<file path="config.mk">
export PLATFORM = sky130hd
export DESIGN_NAME = manchester_rx_decoder_flat
export DESIGN_NICKNAME = d
export VERILOG_FILES = /design/src/rtl/manchester_rx_decoder_if.sv /design/src/rtl/manchester_rx_decoder.sv /design/src/flat_wrapper.sv
export SDC_FILE = /design/constraint.sdc
export NUM_CORES = 1
export LEC_CHECK = 0
export CAP_MARGIN = 25
export CORE_ASPECT_RATIO = 1.5
export CORE_MARGIN = 5
export CORE_UTILIZATION = 40
export CTS_BUF_LIST = sky130_fd_sc_hd__clkbuf_8 sky130_fd_sc_hd__clkbuf_16
export DETAILED_ROUTE_END_ITERATION = 10
export PLACE_DENSITY = 0.75
export SLEW_MARGIN = 20
export SYNTH_ARGS = -nofsm -noshare
export SYNTH_HDL_FRONTEND = slang
export SYNTH_SLANG_ARGS = --single-unit
</file>
<file path="constraint.sdc">
create_clock -name clk -period 1.5 [get_ports clk]
set_input_delay 0.3 -clock clk [delete_from_list [all_inputs] [get_ports clk]]
set_output_delay 0.3 -clock clk [all_outputs]
set_load 0.05 [all_outputs]
</file>
<file path="src/rtl/manchester_rx_decoder_if.sv">
// Signal bundle between a Manchester line front end and the receive decoder.
// The master drives the line and the controls; the slave (decoder) returns words, strobes and status.
`timescale 1ns/1ps
interface manchester_rx_decoder_if #(
    parameter int DATA_W = 8
);
    logic              ena;
    logic              mode;
    logic              line_in;
    logic [DATA_W-1:0] data_out;
    logic              data_valid;
    logic              code_err;
    logic              busy;
    logic [7:0]        err_count;

    modport master (
        output ena, mode, line_in,
        input  data_out, data_valid, code_err, busy, err_count
    );

    modport slave (
        input  ena, mode, line_in,
        output data_out, data_valid, code_err, busy, err_count
    );
endinterface

</file>
<file path="src/rtl/manchester_rx_decoder.sv">
// Oversampling Manchester receiver: start-symbol detect, MSB-first decode, code-violation flagging.
// Define MANCH_RX_ERRCNT_EN to build the saturating violation counter behind err_count.
`timescale 1ns/1ps
module manchester_rx_decoder #(
    parameter int HALF_BIT_CYCLES = 4,
    parameter int DATA_W          = 8
) (
    input logic                    clk,
    input logic                    rst,
    manchester_rx_decoder_if.slave bus
);
    localparam int H  = HALF_BIT_CYCLES;
    localparam int TW = $clog2(H);
    localparam int KW = $clog2(2 * DATA_W);
    // Timer counts down to zero, so a load of N-1 samples N cycles later.
    localparam logic [TW-1:0] T_HALF = TW'(H / 2 - 1);
    localparam logic [TW-1:0] T_FULL = TW'(H - 1);
    localparam logic [KW-1:0] K_LAST = KW'(2 * DATA_W - 1);

    typedef enum logic [2:0] {ARM, IDLE, START, DATA, DONE} state_t;
    state_t state, state_n;

    logic              sync1, line_s, line_s_d;
    logic [TW-1:0]     timer, arm_cnt;
    logic [KW-1:0]     half_idx;
    logic              first_half, mode_l;
    logic [DATA_W-1:0] word, data_out;
    logic              data_valid, code_err;
    logic [7:0]        err_count;
    logic              rise, tick, pair_end, bad_pair, dec_bit;

    assign rise     = line_s & ~line_s_d;
    assign tick     = (timer == '0);
    assign pair_end = half_idx[0];
    assign bad_pair = (first_half == line_s);
    // 802.3 takes the second half-bit, Thomas the first.
    assign dec_bit  = mode_l ? first_half : line_s;

    always_ff @(posedge clk) begin
        if (rst) begin
            sync1    <= 1'b0;
            line_s   <= 1'b0;
            line_s_d <= 1'b0;
        end else begin
            sync1    <= bus.line_in;
            line_s   <= sync1;
            line_s_d <= line_s;
        end
    end

    always_ff @(posedge clk) begin
        if (rst) state <= ARM;
        else     state <= state_n;
    end

    always_comb begin
        state_n = state;
        unique case (state)
            ARM:   if (!line_s && arm_cnt == T_HALF) state_n = IDLE;
            IDLE:  if (rise) state_n = START;
            START: if (tick) state_n = line_s ? DATA : ARM;
            DATA:  if (tick && pair_end) begin
                       if (bad_pair)               state_n = ARM;
                       else if (half_idx == K_LAST) state_n = DONE;
                   end
            DONE:  state_n = ARM;
            default: state_n = ARM;
        endcase
        if (!bus.ena) state_n = ARM;
    end

    always_ff @(posedge clk) begin
        if (rst) begin
            timer      <= '0;
            arm_cnt    <= '0;
            half_idx   <= '0;
            first_half <= 1'b0;
            mode_l     <= 1'b0;
            word       <= '0;
            data_out   <= '0;
            data_valid <= 1'b0;
            code_err   <= 1'b0;
        end else begin
            data_valid <= 1'b0;
            code_err   <= 1'b0;
            if (!bus.ena) begin
                timer    <= '0;
                arm_cnt  <= '0;
                half_idx <= '0;
            end else begin
                arm_cnt <= (state == ARM && !line_s) ? arm_cnt + 1'b1 : '0;
                case (state)
                    IDLE: if (rise) begin
                        timer    <= T_HALF;
                        mode_l   <= bus.mode;
                        half_idx <= '0;
                    end
                    START: timer <= tick ? T_FULL : timer - 1'b1;
                    DATA: begin
                        timer <= tick ? T_FULL : timer - 1'b1;
                        if (tick) begin
                            half_idx   <= half_idx + 1'b1;
                            first_half <= line_s;
                            if (pair_end) begin
                                if (bad_pair) begin
                                    code_err <= 1'b1;
                                end else begin
                                    word <= {word[DATA_W-2:0], dec_bit};
                                    if (half_idx == K_LAST) begin
                                        data_out   <= {word[DATA_W-2:0], dec_bit};
                                        data_valid <= 1'b1;
                                    end
                                end
                            end
                        end
                    end
                    default: ;
                endcase
            end
        end
    end

`ifdef MANCH_RX_ERRCNT_EN
    always_ff @(posedge clk) begin
        if (rst)                                err_count <= 8'h00;
        else if (code_err && err_count != 8'hFF) err_count <= err_count + 8'd1;
    end
`else
    assign err_count = 8'h00;
`endif

    assign bus.data_out   = data_out;
    assign bus.data_valid = data_valid;
    assign bus.code_err   = code_err;
    assign bus.busy       = (state == START) || (state == DATA) || (state == DONE);
    assign bus.err_count  = err_count;
endmodule

</file>
<file path="src/flat_wrapper.sv">
// flat-port wrapper written by rule: the top's interface ports become plain ports
module manchester_rx_decoder_flat 
#(
    parameter int HALF_BIT_CYCLES = 4,
    parameter int DATA_W          = 8
)
  (clk, rst, bus_ena, bus_mode, bus_line_in, bus_data_out, bus_data_valid, bus_code_err, bus_busy, bus_err_count);
  manchester_rx_decoder_if #(.DATA_W(DATA_W)) bus_i ();
  input logic clk;
  input logic rst;
  input wire logic [$bits(bus_i.ena)-1:0] bus_ena;
  input wire logic [$bits(bus_i.mode)-1:0] bus_mode;
  input wire logic [$bits(bus_i.line_in)-1:0] bus_line_in;
  output wire logic [$bits(bus_i.data_out)-1:0] bus_data_out;
  output wire logic [$bits(bus_i.data_valid)-1:0] bus_data_valid;
  output wire logic [$bits(bus_i.code_err)-1:0] bus_code_err;
  output wire logic [$bits(bus_i.busy)-1:0] bus_busy;
  output wire logic [$bits(bus_i.err_count)-1:0] bus_err_count;
  assign bus_i.ena = bus_ena;
  assign bus_i.mode = bus_mode;
  assign bus_i.line_in = bus_line_in;
  assign bus_data_out = bus_i.data_out;
  assign bus_data_valid = bus_i.data_valid;
  assign bus_code_err = bus_i.code_err;
  assign bus_busy = bus_i.busy;
  assign bus_err_count = bus_i.err_count;
  manchester_rx_decoder #(.HALF_BIT_CYCLES(HALF_BIT_CYCLES), .DATA_W(DATA_W)) u_core (.clk(clk), .rst(rst), .bus(bus_i));
endmodule
</file>
After elaboration in Yosys (flattened, before gate mapping)
Cells that the tools add are included.
{"block": "word_totals", "inputBits": 5, "ff_bits": 33, "out_inout_bits": 19}
{"block": "classes", "muxes": 17, "n_eq_ne": 13, "add_sub_neg": 3, "reduce_logical": 22, "n_bitwise": 8}
{"cell": "3-bit 2-to-1 mux", "n": 6}
{"cell": "3-bit one-hot mux with 4 select lines", "n": 1}
{"cell": "2-bit by 1-bit inequality test with 1-bit output (second input constant)", "n": 5}
{"cell": "5-bit AND reduction", "n": 2}
{"cell": "3-bit AND reduction", "n": 3}
{"cell": "4-bit 2-to-1 mux", "n": 2}
{"cell": "4-bit one-hot mux with 2 select lines", "n": 1}
{"cell": "1-bit NOT", "n": 7}
{"cell": "3-bit by 2-bit equality test with 1-bit output (second input constant)", "n": 2}
{"cell": "2-bit 2-to-1 mux", "n": 3}
{"cell": "6-bit AND reduction", "n": 1}
{"cell": "6-bit OR reduction", "n": 1}
{"cell": "5-bit OR reduction", "n": 1}
{"cell": "4-bit by 1-bit adder with 4-bit output (second input constant)", "n": 1}
{"cell": "4-bit equality test (second input constant)", "n": 1}
{"cell": "2-bit one-hot mux with 2 select lines", "n": 1}
{"cell": "2-bit nonzero test", "n": 2}
{"cell": "2-bit OR reduction", "n": 2}
{"cell": "3-bit by 1-bit equality test with 1-bit output (second input constant)", "n": 1}
{"cell": "3-bit equality test (second input constant)", "n": 1}
{"cell": "1-bit logical AND", "n": 3}
{"cell": "3-bit logical NOT", "n": 1}
{"cell": "1-bit 2-to-1 mux", "n": 3}
{"cell": "3-bit by 1-bit inequality test with 1-bit output (second input constant)", "n": 1}
{"cell": "other kinds (10)", "n": 11}

Depth between registers and ports, before layout
Gate-level depths: netlist of run 1.
{"block": "depth", "ltp_word": 5, "depth_mapped": 7, "depth_no_buf": 5}

Least setup slack after synthesis of run 1
No wires, ideal clock.
{"block": "synth_timing", "kind": "reg2reg", "startpoint": "reg u_core.timer[0]", "endpoint": "reg u_core.word[0]", "setup_time_ns": 0.072, "required_ns": 1.428, "slack_ns": 0.066, "path_buffers": 2, "stages_incl_launch_ff": 8, "period_less_slack_ns": 1.434, "arrival_ns": 1.362, "path_cell_list": "dfxtp_1 inv_1 ha_1 and4b_1 buf_6 and3_4 buf_6 mux2i_1"}
{"block": "synth_via", "elab_chain_cells": 2}
{"item": "start: declaration", "line": "manchester_rx_decoder.sv:24", "source": "logic [TW-1:0] timer, arm_cnt;"}
{"item": "start signal: assignment", "line": "manchester_rx_decoder.sv:98", "source": "START: timer <= tick ? T_FULL : timer - 1'b1;"}
{"item": "start signal: assignment", "line": "manchester_rx_decoder.sv:100", "source": "timer <= tick ? T_FULL : timer - 1'b1;"}
{"item": "2-bit logical NOT", "line": "manchester_rx_decoder.sv:33", "source": "assign tick = (timer == '0);"}
{"item": "5-bit AND reduction (no source line)"}
{"item": "end signal: assignment", "line": "manchester_rx_decoder.sv:108", "source": "word <= {word[DATA_W-2:0], dec_bit};"}
{"item": "end: declaration", "line": "manchester_rx_decoder.sv:27", "source": "logic [DATA_W-1:0] word, data_out;"}
No other way between the ends.
A chain may end at the register's enable or synchronous reset.

Final worst setup path of run 1
{"block": "layout_timing", "startpoint": "reg u_core.state[2]", "endpoint": "out bus_busy"}
{"block": "layout_via", "elab_chain_cells": 3, "word_cells_on_any_way": 5, "cone_classes": "eq/ne: 3; reduce/logical: 2"}
{"item": "start: declaration", "line": "manchester_rx_decoder.sv:21", "source": "state_t state, state_n;"}
{"item": "start signal: assignment", "line": "manchester_rx_decoder.sv:53", "source": "else state <= state_n;"}
{"item": "3-bit by 2-bit equality test with 1-bit output", "line": "manchester_rx_decoder.sv:135", "source": "assign bus.busy = (state == START) || (state == DATA) || (state == DONE);"}
{"item": "1-bit logical OR", "line": "manchester_rx_decoder.sv:135"}
{"item": "1-bit logical OR (*)", "line": "manchester_rx_decoder.sv:135"}
{"item": "end: declaration", "line": "flat_wrapper.sv:17", "source": "output wire logic [$bits(bus_i.busy)-1:0] bus_busy;"}
Mark *: on every way between the ends. The rest lies on a longest branch, timed or not.

==> flow_metrics.tcl, run 1 <==
set metrics [dict create \
    status "complete, no violations" \
    power_density_mw_per_mm2 852.6 \
    clockRootBuffer "clkbuf_8" \
    drc 0 \
    grt_pass1_wl_mm 5.237 \
    via_count 1205 \
    setup_tns_ns 0 \
    globalplace.congestion 0.8214 \
    min_path_type "reg2reg" \
    p_leak_uw 0.0008013 \
    layout_setup_ws_ns 0.06541 \
    maxCapViolCount 0 \
    fmax_mhz 697.1 \
    clock_path_buffers 2 \
    cts_tree "yes" \
    syn_area_mm2 0.001530 \
    skew_ns 0.004748 \
    layout_common_cells "dfxtp_1, nand2_1, buf_4, mux2i_1, buf_12" \
    drt_iter0_drc 20 \
    grt_pass1_vias 1226 \
    synth_warnings 0 \
    worstSetupPathType "reg2out" \
    drtAntennaViolNets 0 \
    multi_input_area_um2 764.5 \
    synthTopCellsByArea "dfxtp_1, mux2i_1, nand2_1" \
    boundaryPins 24 \
    synth_cells 161 \
    final_cell_area_mm2 0.002009 \
    antenna_found_initial 0 \
    wl_mm 3.001 \
    syn_avg_cell_area_um2 9.504 \
    die_x_um 60.50 \
    synthArstFlopShare_pct 0 \
    total_power_uw 1713 \
    globalRouteOverflowTotal 0 \
    die-area_mm2 0.005188 \
    clkLatencyLatePin_ns 0.28 \
    fillCellCount 319 \
    dpl_cell_area_mm2 0.001874 \
    htree_levels 2 \
    synth_ff_type "dfxtp_1" \
    cts_sinks 33 \
    cts.clk_slew.worst_paths_ns 0.06 \
    final_common_cell "dfxtp_1" \
    yosysSeqAreaShare_pct 43.17 \
    vias_per_cell 5.084 \
    crit_fanout 10 \
    rows 27 \
    ir_worst_vdd_mv 0.8968 \
    post-route-period-util_pct 95.64 \
    seq_area_um2 669.4 \
    start_util_pct 41.56 \
    hold_viol_final 0 \
    startpoint_type "register" \
    firstDrtPassIters 4 \
    rr_startpoint "u_core.timer[1]$_SDFFE_PP0P_" \
    cp.required_ns 1.20 \
    io_buffers 15 \
    whs_path_depth 1 \
    synth_cell_type_count 47 \
    synth_top_area_share_pct 43.17 \
    crit_start "u_core.state[2]$_SDFFE_PP0P_" \
    dp_worst_setup_slack_ns -0.07705 \
    grt_max_degree 17 \
    core_area_mm2 0.003682 \
    setup_viol_count_final 0 \
    final_layout_size_suffix_gt1_share_pct 25.77 \
    avgRoutedWirePerCell_um 12.66 \
    drv_slew 0 \
    hold_path_startpoint "u_core.arm_cnt[0]$_SDFF_PP0_" \
    n_antenna_cell 0 \
    worstRegToRegCells 5 \
    nNetsFinal 201 \
    cts_buffers 5 \
    yosys.area.top_type "dfxtp_1" \
    ys_ff_latch 33 \
    area_growth_pct 31.32 \
    finalCriticalPeriod_ns 1.435 \
    synth_edf_count 0 \
    crit_arrival_ns 1.13 \
    critPathCaptureType "output pin" \
    fp.dieH_um 85.75 \
    hpwl_mm 2.421 \
    global_route.usage.total_pct 13.20 \
]
state kept, by name, indices dropped and copies added, names as in the netlist, 2 cells and up:
signal,count
u_core.bus.data_out,8
u_core.word,7
u_core.half_idx,4
u_core.state,3
u_core.arm_cnt,2
u_core.timer,2
synthesized netlist by cell type, drive strengths merged, types with 2 or more instances:
cell type / count
clkbuf: 2
a21oi: 7
and3: 2
nand3: 5
inv: 7
nor3b: 2
nand3b: 2
nand2b: 4
nand2: 24
nor2: 7
buf: 14
o21ai: 4
mux2i: 15
o211ai: 2
ha: 3
dfxtp: 33
nor2b: 4
final cells by class:
type                    count  area share [%]
clock buffers               7           4.795
clock inverters             1          0.2491
inverters                   7           1.308
multi-input cells         112           38.04
flip-flops and latches     33           33.31
well taps                  43           2.677
repair buffers             34           19.61
through the flow:
step                cells  hold WS, ns  utilization (%)
finish                237       0.4174            54.57
global route          237       0.4528            54.57
CTS                   236       0.4244            53.89
detailed placement    228       0.4152            50.90
global placement      228       0.4102            50.90
floorplan             168       0.3983                -
routing by layer:
layer  global-route usage, %  routed length, um
met5                       0                  0
met4                   7.495                 70
met3                   3.163                120
met2                   23.52               1712
met1                   13.44               1099
what timing repair did:
item                                    CTS  global route
hold buffers                              0             0
endpoints found under the setup margin   10            18
setup buffers                             0             1
gates resized for setup                   5             5
report_power, final:
group          internal, uW  switching [uW]
clock                   414             298
combinational          37.1            78.4
sequential              880            5.91
total                  1330             382
logic make-up after synthesis:
family / Yosys count / synth area share [%]
AO/OA/AOI/OAI: 23 / 10.14
XOR/XNOR: 1 / 1.063
adder cells (fa/ha/maj): 3 / 2.453
buffers and inverters: 23 / 9.484
flip-flops: 33 / 43.17
multiplexers: 16 / 10.55
other: 1 / 0.2451
AND/OR/NAND/NOR: 61 / 22.90
worst max-delay path: stages, from the launching register on:
cell	delay, ns
dfxtp_4	0.40
buf_4	0.15
nand2_1	0.05
nand2_1	0.09
buf_6	0.16
worst paths after layout:
kind | slack [ns] | end
setup / recovery | 0.07 | bus_busy
hold / removal | 0.42 | u_core.arm_cnt[0]$_SDFF_PP0_
setup reg to reg | 0.07 | u_core.word[6]$_SDFFE_PP0P_
hold reg to reg | 0.42 | u_core.arm_cnt[0]$_SDFF_PP0_
Power figures use the tool's default switching activity.
==> run 2: changes to the inputs <==
Settings changed: HOLD_SLACK_MARGIN set to 0.02.
==> results of run 2 <==
Same layout as run 1: the final DEF is identical, and so are final timing and power.
==> run 3: changes to the inputs <==
Settings changed: CORE_UTILIZATION 40 to 30, PLACE_DENSITY 0.75 to 0.61, TNS_END_PERCENT set to 10.
==> flow_metrics.tcl, run 3 (synthesis results as in run 1) <==
set metrics [dict create \
    min_path_type "reg2reg" \
    status "complete, no violations" \
    cts.clk_slew.worst_paths_ns 0.07 \
    post-route-period-util_pct 94.85 \
    boundaryPins 24 \
    p_leak_uw 0.0008295 \
    final_common_cell "dfxtp_1" \
    antenna_found_initial 0 \
    nNetsFinal 203 \
    holdPathEnd "u_core.arm_cnt[0]$_SDFF_PP0_" \
    firstDrtPassIters 4 \
    top_layer "met4" \
    rows 31 \
    wl_mm 3.154 \
    critPathMaxStageDelay_ns 0.32 \
    top_regs "u_core.bus.data_out x8, u_core.word x7, u_core.half_idx x4" \
    worst_path_dominant_cell_family "simple AND/OR/NAND/NOR gates" \
    globalplace.congestion 0.7440 \
    die-area_mm2 0.006659 \
    crit_arrival_ns 1.64 \
    io_buffers 15 \
    cp.required_ns 1.71 \
    crit_start "u_core.timer[0]$_SDFFE_PP0P_" \
    hold_path_startpoint "u_core.arm_cnt[0]$_SDFF_PP0_" \
    hold_slack_ns 0.4258 \
    fp.dieH_um 97.47 \
    met1_length_mm 1.225 \
    ir_worst_vdd_mv 0.7660 \
    setup_viol_count_final 0 \
    hpwl_mm 2.376 \
    finalCriticalPeriod_ns 1.423 \
    core_area_mm2 0.004887 \
    critPathCaptureType "register" \
    drt_iter0_drc 14 \
    cts_tree "yes" \
    grt_pass1_vias 1219 \
    path_depth 5 \
    rr_startpoint "u_core.timer[0]$_SDFFE_PP0P_" \
    dr_wl_met3_um 155 \
    n_antenna_cell 0 \
    crit_fanout 7 \
    maxCapViolCount 0 \
    rsz0062_at_grt "yes" \
    grt_max_degree 18 \
    drv_slew 0 \
    skew_ns 0.006951 \
    fillCellCount 504 \
    cts_buffers 5 \
    top_register "u_core.bus.data_out" \
    clkLatencyLatePin_ns 0.28 \
    slowest_stage "dfxtp_2" \
    wl_met2_mm 1.697 \
    via_count 1203 \
    globalRouteOverflowTotal 0 \
    vias_per_cell 4.592 \
    worstRegToRegCells 5 \
    area_growth_pct 37.45 \
    die_x_um 68.32 \
    whs_path_depth 1 \
    worstSetupPathType "reg2reg" \
    fin_util_pct 43.04 \
    timing.critical_path.cells "inv_2 > ha_4 > and4b_2 > and3_4 > mux2i_1" \
    largest_register_ffs 8 \
    htree_levels 2 \
    grt_pass1_wl_mm 5.416 \
    timing.rr.end "u_core.word[0]$_SDFFE_PP0P_" \
    fmax_mhz 702.9 \
    power_density_mw_per_mm2 945.1 \
    cts_sinks 33 \
    critPathBufInv 1 \
    clockRootBuffer "clkbuf_8" \
    start_util_pct 31.31 \
    clock_path_buffers 2 \
    startpoint_type "register" \
    drtAntennaViolNets 0 \
    hold_viol_final 0 \
    drc 0 \
    global_route.usage.total_pct 10.57 \
    r2r_slack_ns 0.08 \
    final_layout_size_suffix_gt1_share_pct 28.57 \
    layout_common_cells "dfxtp_1, nand2_1, buf_4, mux2i_1, buf_12" \
    avgRoutedWirePerCell_um 12.04 \
]
[run 3: worst max-delay path by stage]
stage | endpoint | slack (ns)
floorplan | u_core.word[0]$_SDFFE_PP0P_ | 0.07
global placement | u_core.bus.code_err$_SDFF_PP0_ | -0.08
detailed placement | u_core.bus.code_err$_SDFF_PP0_ | -0.08
CTS | bus_busy | 0.005
global route | u_core.word[4]$_SDFFE_PP0P_ | -0.02
finish | u_core.word[0]$_SDFFE_PP0P_ | 0.08
[run 3: cell type report]
class / count / area (um2) / share of cell area, %
clock buffers: 5 / 68.82 / 3.272
clock inverters: 3 / 65.06 / 3.093
inverters: 7 / 26.28 / 1.249
multi-input cells: 112 / 777.0 / 36.94
flip-flops and latches: 33 / 670.6 / 31.89
well taps: 66 / 82.58 / 3.926
repair buffers: 36 / 412.9 / 19.63
[run 3: per-layer routing]
metal	vias to the layer above	global-route usage [%]
li1	608	-
met1	558	10.74
met2	30	18.87
met3	7	2.894
met4	0	5.054
met5	-	0
[run 3: metrics by stage]
| step | cells | power (uW) | instance area (um2) | worst slack (ns) | setup TNS (ns) |
|---|---|---|---|---|---|
| 4_1_cts | 261 | 2015 | 2085 | 0.005035 | 0 |
| 2_1_floorplan | 168 | 1005 | 1556 | 0.06601 | 0 |
| 5_1_grt | 262 | 2062 | 2103 | -0.01934 | -0.04462 |
| 3_5_place_dp | 251 | 1024 | 1903 | -0.07888 | -0.4308 |
| 3_3_place_gp | 251 | 1024 | 1903 | -0.07891 | -0.2406 |
| 6_report | 262 | 1988 | 2103 | 0.07728 | 0 |
[run 3: repair_timing]
item	CTS	global route
buffers inserted	2	2
gates resized for setup	10	6
pin swaps	2	3
hold buffers	0	0
setup endpoints to repair	16	14
[run 3: power by group]
group / leakage, uW / switching (uW) / total [uW] / internal [uW]
logic: 0.000492 / 78.9 / 117 / 38.2
registers: 0.000269 / 6.85 / 886 / 879
clock network: 0.0000681 / 325 / 985 / 660
